[src/rtl/key_schedule.sv]
// One registered round of the DES key schedule: rotates both 28-bit halves of the
// post-PC1 key state and derives the 48-bit round subkey through PC2.
module key_schedule (
  input  logic        clk,
  input  logic        rst_n,
  input  logic [55:0] x,
  input  logic [3:0]  i,
  output logic [55:0] r,
  output logic [47:0] k
);

  // PC2 entries in DES numbering: subkey bit m+1 takes key-state bit PC2[m].
  localparam int PC2 [0:47] = '{
    14, 17, 11, 24,  1,  5,  3, 28, 15,  6, 21, 10,
    23, 19, 12,  4, 26,  8, 16,  7, 27, 20, 13,  2,
    41, 52, 31, 37, 47, 55, 30, 40, 51, 45, 33, 48,
    44, 49, 39, 56, 34, 53, 46, 42, 50, 36, 29, 32
  };

  function automatic logic [27:0] rotl28(input logic [27:0] h, input logic two);
    logic [27:0] res;
    if (two) begin
      res = {h[25:0], h[27:26]};
    end else begin
      res = {h[26:0], h[27]};
    end
    return res;
  endfunction

  function automatic logic [47:0] pc2(input logic [55:0] st);
    logic [47:0] res;
    res = 48'h0;
    for (int m = 0; m < 48; m++) begin
      res[6'(47 - m)] = st[6'(56 - PC2[m])];
    end
    return res;
  endfunction

  logic        two_s;
  logic [55:0] r_next_s;
  logic [47:0] k_next_s;

  // Rounds 1, 2, 9 and 16 shift by one position, all others by two.
  always_comb begin
    two_s = 1'b1;
    case (i)
      4'd0, 4'd1, 4'd8, 4'd15: two_s = 1'b0;
      default:                 two_s = 1'b1;
    endcase
  end

  // Next key state and its subkey; C and D rotate independently.
  always_comb begin
    r_next_s = {rotl28(x[55:28], two_s), rotl28(x[27:0], two_s)};
    k_next_s = pc2(r_next_s);
  end

  // Output registers, cleared asynchronously.
  always_ff @(posedge clk or negedge rst_n) begin
    if (!rst_n) begin
      r <= 56'h0;
      k <= 48'h0;
    end else begin
      r <= r_next_s;
      k <= k_next_s;
    end
  end

endmodule

[config.mk]
export PLATFORM = sky130hd
export DESIGN_NAME = key_schedule
export DESIGN_NICKNAME = d
export VERILOG_FILES = /design/src/rtl/key_schedule.sv
export SDC_FILE = /design/constraint.sdc
export NUM_CORES = 1
export LEC_CHECK = 0
export BUFFER_PORTS_ARGS = -buffer_cell sky130_fd_sc_hd__buf_2
export CORE_UTILIZATION = 48
export DETAILED_ROUTE_END_ITERATION = 10
export PLACE_DENSITY = 0.82
export SETUP_SLACK_MARGIN = 0.05
export SYNTH_ARGS = -nofsm -noshare
export SYNTH_HDL_FRONTEND = slang
export SYNTH_SLANG_ARGS = --single-unit
[constraint.sdc]
create_clock -name clk -period 0.8 [get_ports clk]
set_input_delay 0.16 -clock clk [delete_from_list [all_inputs] [get_ports clk]]
set_output_delay 0.16 -clock clk [all_outputs]
set_load 0.01 [all_outputs]
### Word-level counts from Yosys, hierarchy flattened

Index checks and enable logic that the tools add are counted.

* logic and storage cells: 9
* flip-flop bits (word level): 82
* output and inout bits: 104
* input port bits: 62

* equal/unequal tests: 3
* multiplexer cells: 2
* reduce and logical (&&, ||, !) cells: 2

Operator list (number)
* 28-bit 2-to-1 mux: 2
* 4-bit == test (second input constant): 2
* 4-bit by 1-bit == test with 1-bit output (second input constant): 1
* 4-bit logical NOT: 1
* 4-bit OR reduction: 1

### Logic depth before layout (Yosys ltp)

Gate-level depths: netlist of run 1.

* depth after elaboration: 3
* mapped depth: 5
* gate-level depth less buffers: 3

### Worst setup path after synthesis of run 1

Ideal clock, no wire load.

* kind: input to register
* start point: input port i[3]
* end point: register r[0]
* path buffers: 2
* data required time: 677 ps
* setup time: 123 ps
* data arrival time: 1100 ps
* path slack: -423 ps
* stages on the path: 5
* cells stage by stage: and2_4 > or3_4 > buf_6 > buf_6 > o221a_1

* longest elaborated chain between the ends: 3
* elaborated cells on any way between the ends: 6
* those cells by class: 3 x eq/ne; 1 x mux; 2 x reduce/logical

RTL lines
* start, declared: RTL line 7 `input logic [3:0] i,`
* 4-bit by 1-bit == test with 1-bit output (tied with other cells): RTL line 46 `case (i)`
* 4-bit OR reduction (*): RTL line 46
* 28-bit 2-to-1 mux (*): RTL line 22 `if (two) begin`
* via k_next_s[8]: RTL line 41 `logic [47:0] k_next_s;`
* end signal, assigned: RTL line 64 `r <= r_next_s;`
* end, declared: RTL line 8 `output logic [55:0] r,`

Mark *: on every way through the listed nets, which the timed path passes. The rest lies on a longest branch.

### Worst setup path in the final report of run 1

* start point: input port i[3]
* end point: register r[48]

* longest elaborated chain between the ends: 3
* elaborated cells on any way between the ends: 6
* those cells by class: 3 x eq/ne; 1 x mux; 2 x reduce/logical

RTL lines
* 4-bit by 1-bit == test with 1-bit output (tied with other cells): RTL line 46
* 4-bit OR reduction (*): RTL line 46
* 28-bit 2-to-1 mux (*): RTL line 22
* via r_next_s[48]: RTL line 40 `logic [55:0] r_next_s;`

Marks and branches as above.

==> flow_summary.ini, run 1 <==
[power_and_ir_drop]
p_sw_mw = 2.02
seq_power_share_pct = 46.8
p_clk_share_pct = 22.2
peakVddDrop_uv = 684
switching_share_pct = 29.3
power.density_nw_per_um2 = 1500
internal_power_mw = 4.87
power_frac_comb_pct = 30.9
power_mw = 6.90
leakagePower_nw = 2.30

[yosys]
yosysWarnings = 0
yosysSeqAreaShare_pct = 39.0
yosysUniqueCellTypes = 15
synthCells = 369
synth_area_sq_um = 3600
yosys_register_bits = 56
avgSynthCellArea_sq_um = 9.75

[route]
postRouteAntennaNets = 0
drt_iter0_markers = 114
vias = 3294
drt_drc_violations_left = 0
avgViaCountPerCell = 5.48
wirelength_um = 9110
drtPass1Iterations = 4
wire_per_inst_um = 15.2

[sta]
layout_worst_path_cycle_share_pct = 130
setup_violations = 138
fin_hold_ws_ns = 0.170
period_needed_ns = 1.04
fmax_mhz = 960
setup_ws_ns = -0.242
rsz0062_at_grt = true
slew_violations = 0
hold_viol_final = 0
fin_setup_tns_ns = -26.45

[clock_network]
root_buffer = clkbuf_8
path_clk_slew_ns = 0.09
cts_buffers = 5
htreeDepth = 2
cts.path.max_buffers = 2
clock_sinks = 56
cts_tree = yes

[cells_and_area]
areaGrowthSynthToFinish_pct = 28.0
largest_reg_flops = 56
layout_commonest_cell = buf_2
final_cells = 601
fillers = 599
antenna_cells = 0
drive_above_1_share_pct = 42.2
most-common-layout-cells = 127 x buf_2, 56 x nor2_1, 56 x and3b_1, 56 x dfrtp_1, 45 x o21ai_0
num-nets-final = 563
reg_top3 = r x56
regMostFlops = r

[grt]
grt_max_degree = 57
overflow = 0
track_usage_pct = 22.2
grt_pass1_vias = 2958
grt_antenna_before_repair = 0
grt_pass1_wl_um = 13600

[min_path]
min_delay_path_depth = 2
min_from = x[35]
hp-class = input port to flop
hold_end = r[36]$_DFF_PN0_

[setup_path]
critPathMaxStageDelay_ns = 0.40
critPathBufInv = 2
critPathRequiredTime_ns = 0.99
critPathLaunchType = input port
crit_type = input port to flop
worst_ep_arrival_time_ns = 1.23
endpoint_kind = flop
cp_max_fo = 9
crit_chain = buf_6, and2_4, or3_4, clkbuf_16, o221a_2
crit_slowest_cell = or3_4
crit_cells = 5
crit_family = simple AND/OR/NAND/NOR gates

[floorplanning]
initial_core_util_pct = 49.6
die-area_sq_um = 7840
std_cell_rows = 31
dieWidth_um = 88.6
pin_count = 166
core_area_sq_um = 7250
die_h_um = 88.6

[status]
violations = negative setup slack
status = finished with violations

[placement]
gp_congestion = 0.732
io_buffers = 143
placed_cells = 589
hpwl_um = 6040

[job]
drv_cap = 0
## per-layer routing
layer / vias up / wire length, um / track usage [%] / part of all wire, %
met3: 16 / 497 / 4.38 / 5.5
met1: 1579 / 3700 / 26.7 / 41
li1: 1554 / - / - / -
met4: 0 / 161 / 7.04 / 1.8
met2: 145 / 4750 / 40.0 / 52
met5: - / 0 / 0 / 0
## synth_stat cells, drive strengths merged
master  instances  share of area, %
and2            1              0.24
and3b          56                14
buf            66                13
clkbuf         18               1.9
conb            1              0.10
dfrtp          56                39
nand4           1              0.17
nor2           56               5.8
o21ai          57               7.9
o221a          56                18
or3             1              0.31
## what timing repair did
item | 4_1_cts | 5_1_grt
pin swaps | 0 | 8
hold buffers | 1 | 0
buffers inserted | 0 | 1
hold endpoints to repair | 56 | 0
endpoints found under the setup margin | 138 | 138
gates cloned | 0 | 2
resized for setup | 6 | 12
## per-stage QoR
stage          area, sq um  util, %  setup slack [ns]
2_1_floorplan         3680        -            -0.423
3_3_place_gp          4350     60.0            -0.529
3_5_place_dp          4350     60.0            -0.548
4_1_cts               4490     61.9            -0.219
5_1_grt               4600     63.5            -0.261
6_report              4600     63.5            -0.242
## worst max-delay path by stage
stage / startpoint / slack, ns / to
after global placement: i[3] / -0.53 / r[46]$_DFF_PN0_
final: i[3] / -0.24 / r[48]$_DFF_PN0_
after detailed placement: i[3] / -0.55 / r[46]$_DFF_PN0_
after CTS: r[1]$_DFF_PN0_ / -0.22 / k[18]
after global routing: r[29]$_DFF_PN0_ / -0.26 / k[27]
after floorplan: i[3] / -0.42 / r[0]$_DFF_PN0_
## area by class of cell
cell class	instances	area (sq um)	share of cell area [%]
multi-input cells	250	1750	37.9
well taps	99	124	2.69
flip-flops and latches	56	1400	30.4
clock buffers	8	90.1	1.96
repair buffers	188	1240	27.0
## power by group through the flow
stage               clock, mW  combinational [mW]  sequential, mW
floorplan                   0                1.11            3.42
global placement            0                1.94            3.26
detailed placement          0                2.01            3.27
CTS                      1.58                2.04            3.22
global route             1.69                2.34            3.27
finish                   1.53                2.13            3.23
## logic make-up after synthesis
logic type / after synthesis / share of synthesized area (%)
AND/OR/NAND/NOR: 115 / 20.2
AO/OA/AOI/OAI: 113 / 25.5
buffers and inverters: 84 / 15.3
flip-flops: 56 / 39.0
other: 1 / 0.104
Power figures use the tool's default switching activity.
==> inputs of run 2 (changes only) <==
--- a/config.mk
+++ b/config.mk
@@ -6,9 +6,10 @@
 export NUM_CORES = 1
 export LEC_CHECK = 0
 export BUFFER_PORTS_ARGS = -buffer_cell sky130_fd_sc_hd__buf_2
-export CORE_UTILIZATION = 48
+export CORE_UTILIZATION = 43
+export CTS_CLUSTER_DIAMETER = 80
 export DETAILED_ROUTE_END_ITERATION = 10
-export PLACE_DENSITY = 0.82
+export PLACE_DENSITY_LB_ADDON = 0.08
 export SETUP_SLACK_MARGIN = 0.05
 export SYNTH_ARGS = -nofsm -noshare
 export SYNTH_HDL_FRONTEND = slang
==> constraint.sdc (replaced) <==
create_clock -name clk -period 0.9 [get_ports clk]
set_input_delay 0.18 -clock clk [delete_from_list [all_inputs] [get_ports clk]]
set_output_delay 0.18 -clock clk [all_outputs]
set_load 0.01 [all_outputs]
==> run 2 against run 1 <==
  * First-iteration DRC count fell by 39%
  * Critical endpoint is now r[27]$_DFF_PN0_
  * Sequential power fell by 11%
  * Cell area fell by 1.2%
  * Worst setup slack improved by 0.052 ns
  * Utilization fell by 6.1 points
  * Largest cell class unchanged
  * The run still ends with negative setup slack left
  * Critical path depth did not move
  * Global-route usage fell by 3.7 points
  * Via count fell by 4.4%
  * Clock-buffer cell count fell by 2
==> flow_summary.ini, run 2 (synthesis results as in run 1) <==
[status]
status = finished with violations
violations = negative setup slack

[cells_and_area]
regMostFlops = r
num-nets-final = 540
antenna_cells = 0
most-common-layout-cells = 138 x buf_2, 56 x nor2_1, 56 x and3b_1, 56 x dfrtp_1, 45 x o21ai_0
reg_top3 = r x56
ff_latch_area_sq_um = 1400
multi_input_area_sq_um = 1860
largest_reg_flops = 56
final_cells = 581
areaGrowthSynthToFinish_pct = 26.4
drive_above_1_share_pct = 39.9
layout_commonest_cell = buf_2
fillers = 738

[setup_path]
crit_type = input port to flop
cp_max_fo = 17
critPathRequiredTime_ns = 1.10
worst_ep_arrival_time_ns = 1.29
critPathLaunchType = input port
endpoint_kind = flop

[sta]
period_needed_ns = 1.09
hold_viol_final = 0
layout_worst_path_cycle_share_pct = 121
rsz0062_at_grt = true
setup_ws_ns = -0.189
fin_setup_tns_ns = -17.05
fmax_mhz = 918
slew_violations = 0
setup_violations = 138

[clock_network]
post_cts_buffers = 0
cts_tree = yes
path_clk_slew_ns = 0.10
clock_sinks = 56
htreeDepth = 2
root_buffer = clkbuf_8
cts_buffers = 5
cts.path.max_buffers = 2

[route]
drt_drc_violations_left = 0
drt_iter0_markers = 69
wire_per_inst_um = 15.0
avgViaCountPerCell = 5.42
postRouteAntennaNets = 0
wirelength_um = 8720
drtPass1Iterations = 4
vias = 3148

[placement]
placed_cells = 569
place_ws_ns = -0.469
hpwl_um = 5630
io_buffers = 143
gp_congestion = 0.729

[floorplanning]
dieWidth_um = 93.5
pin_count = 166
core_area_sq_um = 7930
initial_core_util_pct = 45.4
die-area_sq_um = 8740
die_h_um = 93.5
std_cell_rows = 32

[power_and_ir_drop]
power.density_nw_per_um2 = 1350
peakVddDrop_uv = 560
power_mw = 6.13
leakagePower_nw = 2.24

[min_path]
hp-class = input port to flop
hold_end = r[6]$_DFF_PN0_
min_delay_path_depth = 2
min_from = x[5]

[job]
drv_cap = 0

[grt]
overflow = 0
grt_pass1_vias = 2624
track_usage_pct = 18.5
grt_max_degree = 57
grt_antenna_before_repair = 0
grt_pass1_wl_um = 12800
-- run 2: changes by cell type in the layout (fill, tap and decap cells not counted), sizes merged --
| cell | before | now |
|---|---|---|
| clkbuf | 9 | 7 |
| buf | 186 | 163 |
| clkinv | 0 | 2 |
-- run 2: worst max-delay path: stages --
cell and delay [ns]:
buf_6 0.09, and2_4 0.14, or3_4 0.43, buf_12 0.19, o221a_2 0.24
-- run 2: routing by layer --
| layer | GRT usage, % | routed length (um) |
|---|---|---|
| met4 | 5.26 | 114 |
| met1 | 24.0 | 3800 |
| met2 | 31.4 | 4250 |
| met3 | 3.33 | 550 |
| met5 | 0 | 0 |
-- run 2: worst max path at each step --
stage	start	to	slack, ns	cells after the start
CTS	r[26]$_DFF_PN0_	k[17]	-0.17	1
global placement	i[3]	r[39]$_DFF_PN0_	-0.46	5
detailed placement	i[3]	r[41]$_DFF_PN0_	-0.47	5
floorplan	i[3]	r[0]$_DFF_PN0_	-0.34	5
finish	i[3]	r[27]$_DFF_PN0_	-0.19	5
global route	r[26]$_DFF_PN0_	r[26]	-0.19	1
-- run 2: stage by stage --
step           hold slack, ns  area [sq um]  utilization [%]
3_5_place_dp            0.209          4220             53.2
6_report                0.185          4550             57.4
5_1_grt                 0.171          4550             57.4
3_3_place_gp            0.205          4220             53.2
4_1_cts                 0.171          4420             55.7
2_1_floorplan          -0.116          3680                -
-- run 2: cell type report --
type	count	share of cell area (%)
Multi-Input combinational cell	250	40.9
Sequential cell	56	30.8
Timing Repair Buffer	165	23.5
Tap cell	102	2.81
Clock buffer	6	1.82
Clock inverter	2	0.220
-- run 2: where the power goes --
group	switching (mW)	leakage [nW]	internal, mW
registers	0.100	0.642	2.76
logic	0.952	1.55	0.901
clock network	0.803	0.0510	0.617
total	1.85	2.24	4.28
-- run 2: repair_timing --
action | 4_1_cts | 5_1_grt
hold buffers | 1 | 0
resized for setup | 11 | 12
pin swaps | 11 | 19
endpoints found under the hold margin | 56 | 0
setup endpoints to repair | 138 | 138
gates cloned | 1 | 2
==> inputs of run 3 (changes only) <==
--- a/config.mk
+++ b/config.mk
@@ -6,7 +6,7 @@
 export NUM_CORES = 1
 export LEC_CHECK = 0
 export BUFFER_PORTS_ARGS = -buffer_cell sky130_fd_sc_hd__buf_2
-export CORE_UTILIZATION = 43
+export CORE_UTILIZATION = 48
 export CTS_CLUSTER_DIAMETER = 80
 export DETAILED_ROUTE_END_ITERATION = 10
 export PLACE_DENSITY_LB_ADDON = 0.08
==> constraint.sdc (replaced) <==
create_clock -name clk -period 1.2 [get_ports clk]
set_input_delay 0.24 -clock clk [delete_from_list [all_inputs] [get_ports clk]]
set_output_delay 0.24 -clock clk [all_outputs]
set_load 0.01 [all_outputs]
==> run 3 against run 2 <==
  * The run now ends clean
  * Die area down 10%
  * Sequential power down 25%
  * Cell area down 5.4%
  * Wire length down 9.3%
  * Critical path type unchanged
  * Non-clock buffer count unchanged
==> flow_summary.ini, run 3 (synthesis results as in run 1) <==
[status]
status = complete, no violations

[floorplanning]
initial_core_util_pct = 49.6
pin_count = 166
dieWidth_um = 88.6
core_area_sq_um = 7250
std_cell_rows = 31
die-area_sq_um = 7840
die_h_um = 88.6

[cells_and_area]
final_cells = 575
reg_top3 = r x56
num-nets-final = 540
areaGrowthSynthToFinish_pct = 19.7
fin_area_sq_um = 4300
final_util_pct = 59.3
layout_commonest_cell = buf_2
most-common-layout-cells = 142 x buf_2, 56 x nor2_1, 56 x and3b_1, 56 x dfrtp_1, 45 x o21ai_0
regMostFlops = r
largest_reg_flops = 56
drive_above_1_share_pct = 39.5
antenna_cells = 0

[route]
drt_iter0_markers = 143
wire_per_inst_um = 13.7
avgViaCountPerCell = 5.36
dr_wl_met2_um = 3950
wirelength_um = 7900
drt_drc_violations_left = 0
routed.top_layer = met4
postRouteAntennaNets = 0
wl_met1_um = 3450
drtPass1Iterations = 4
dr_wl_met3_um = 413
vias = 3084

[power_and_ir_drop]
leakagePower_nw = 2.14
peakVddDrop_uv = 453
power.density_nw_per_um2 = 1010

[grt]
grt_pass1_wl_um = 12300
grt_pass1_vias = 2615
overflow = 0
track_usage_pct = 20.2
grt_antenna_before_repair = 0
grt_max_degree = 57

[setup_path]
critPathLaunchType = input port
critPathRequiredTime_ns = 1.39
cp_max_fo = 15
worst_ep_arrival_time_ns = 1.29
crit_chain = buf_2, and2_4, or3_4, buf_4, o221a_2
crit_type = input port to flop
endpoint_kind = flop
critPathMaxStageDelay_ns = 0.34
crit_slowest_cell = or3_4

[clock_network]
path_clk_slew_ns = 0.09
cts.path.max_buffers = 2
htreeDepth = 2
cts_tree = yes
postCtsResizedCells = 0
root_buffer = clkbuf_8
clock_sinks = 56
cts_buffers = 5

[placement]
gp_congestion = 0.769
io_buffers = 143
placed_cells = 569
hpwl_um = 5550
post_dp_cell_area_sq_um = 4230

[min_path]
min_delay_path_depth = 2
hold_end = r[24]$_DFF_PN0_
min_from = x[23]
hp-class = input port to flop

[sta]
setup_violations = 0
layout_worst_path_cycle_share_pct = 91.9
period_needed_ns = 1.10
fmax_mhz = 906
rsz0062_at_grt = false
hold_viol_final = 0
fin_hold_ws_ns = 0.248
slew_violations = 0

[job]
drv_cap = 0
run 3: what timing repair did:
action	in CTS	in global routing
hold buffers	1	0
endpoints found under the hold margin	26	0
setup buffers	0	0
run 3: worst max path at each step:
stage                     start               to  slack [ns]  cells past startpoint
final                      i[3]  r[46]$_DFF_PN0_         0.1                      5
after global placement     i[3]  r[47]$_DFF_PN0_       -0.20                      5
after floorplan            i[3]   r[0]$_DFF_PN0_       -0.10                      5
after CTS                  i[3]  r[46]$_DFF_PN0_        0.10                      5
after detailed placement   i[3]  r[46]$_DFF_PN0_       -0.22                      5
after global routing       i[3]  r[23]$_DFF_PN0_        0.07                      5
run 3: critical path: cells and delay by family:
family | cells | cell delay (ns)
AOI/OAI and AO/OA | 1 | 0.26
buffers and inverters | 2 | 0.30
and+or+nand+nor | 2 | 0.49
run 3: routing by layer:
layer / vias up / GRT usage [%]
met5: - / 0
met4: 0 / 4.99
met3: 8 / 3.82
met2: 103 / 35.9
met1: 1464 / 25.1
li1: 1509 / -
run 3: final cells by class:
| class | instances | area (sq um) |
|---|---|---|
| fillers | 659 | 2950 |
| multi-input cells | 250 | 1740 |
| flip-flops and latches | 56 | 1400 |
| repair buffers | 165 | 973 |
| well taps | 99 | 124 |
| clock buffers | 5 | 68.8 |
run 3: metrics by stage:
step                setup WS, ns  TNS [ns]  total power, mW
finish                    0.0966         0             4.33
global placement          -0.200    -10.40             3.44
floorplan                 -0.103     -4.45             3.02
CTS                        0.105         0             4.39
detailed placement        -0.221    -10.95             3.46
global route              0.0712         0             4.62
run 3: report_power, final:
| part | switching, mW | total, mW | internal, mW |
|---|---|---|---|
| Combinational | 0.680 | 1.28 | 0.604 |
| Clock | 0.537 | 0.915 | 0.378 |
| Sequential | 0.0654 | 2.14 | 2.07 |
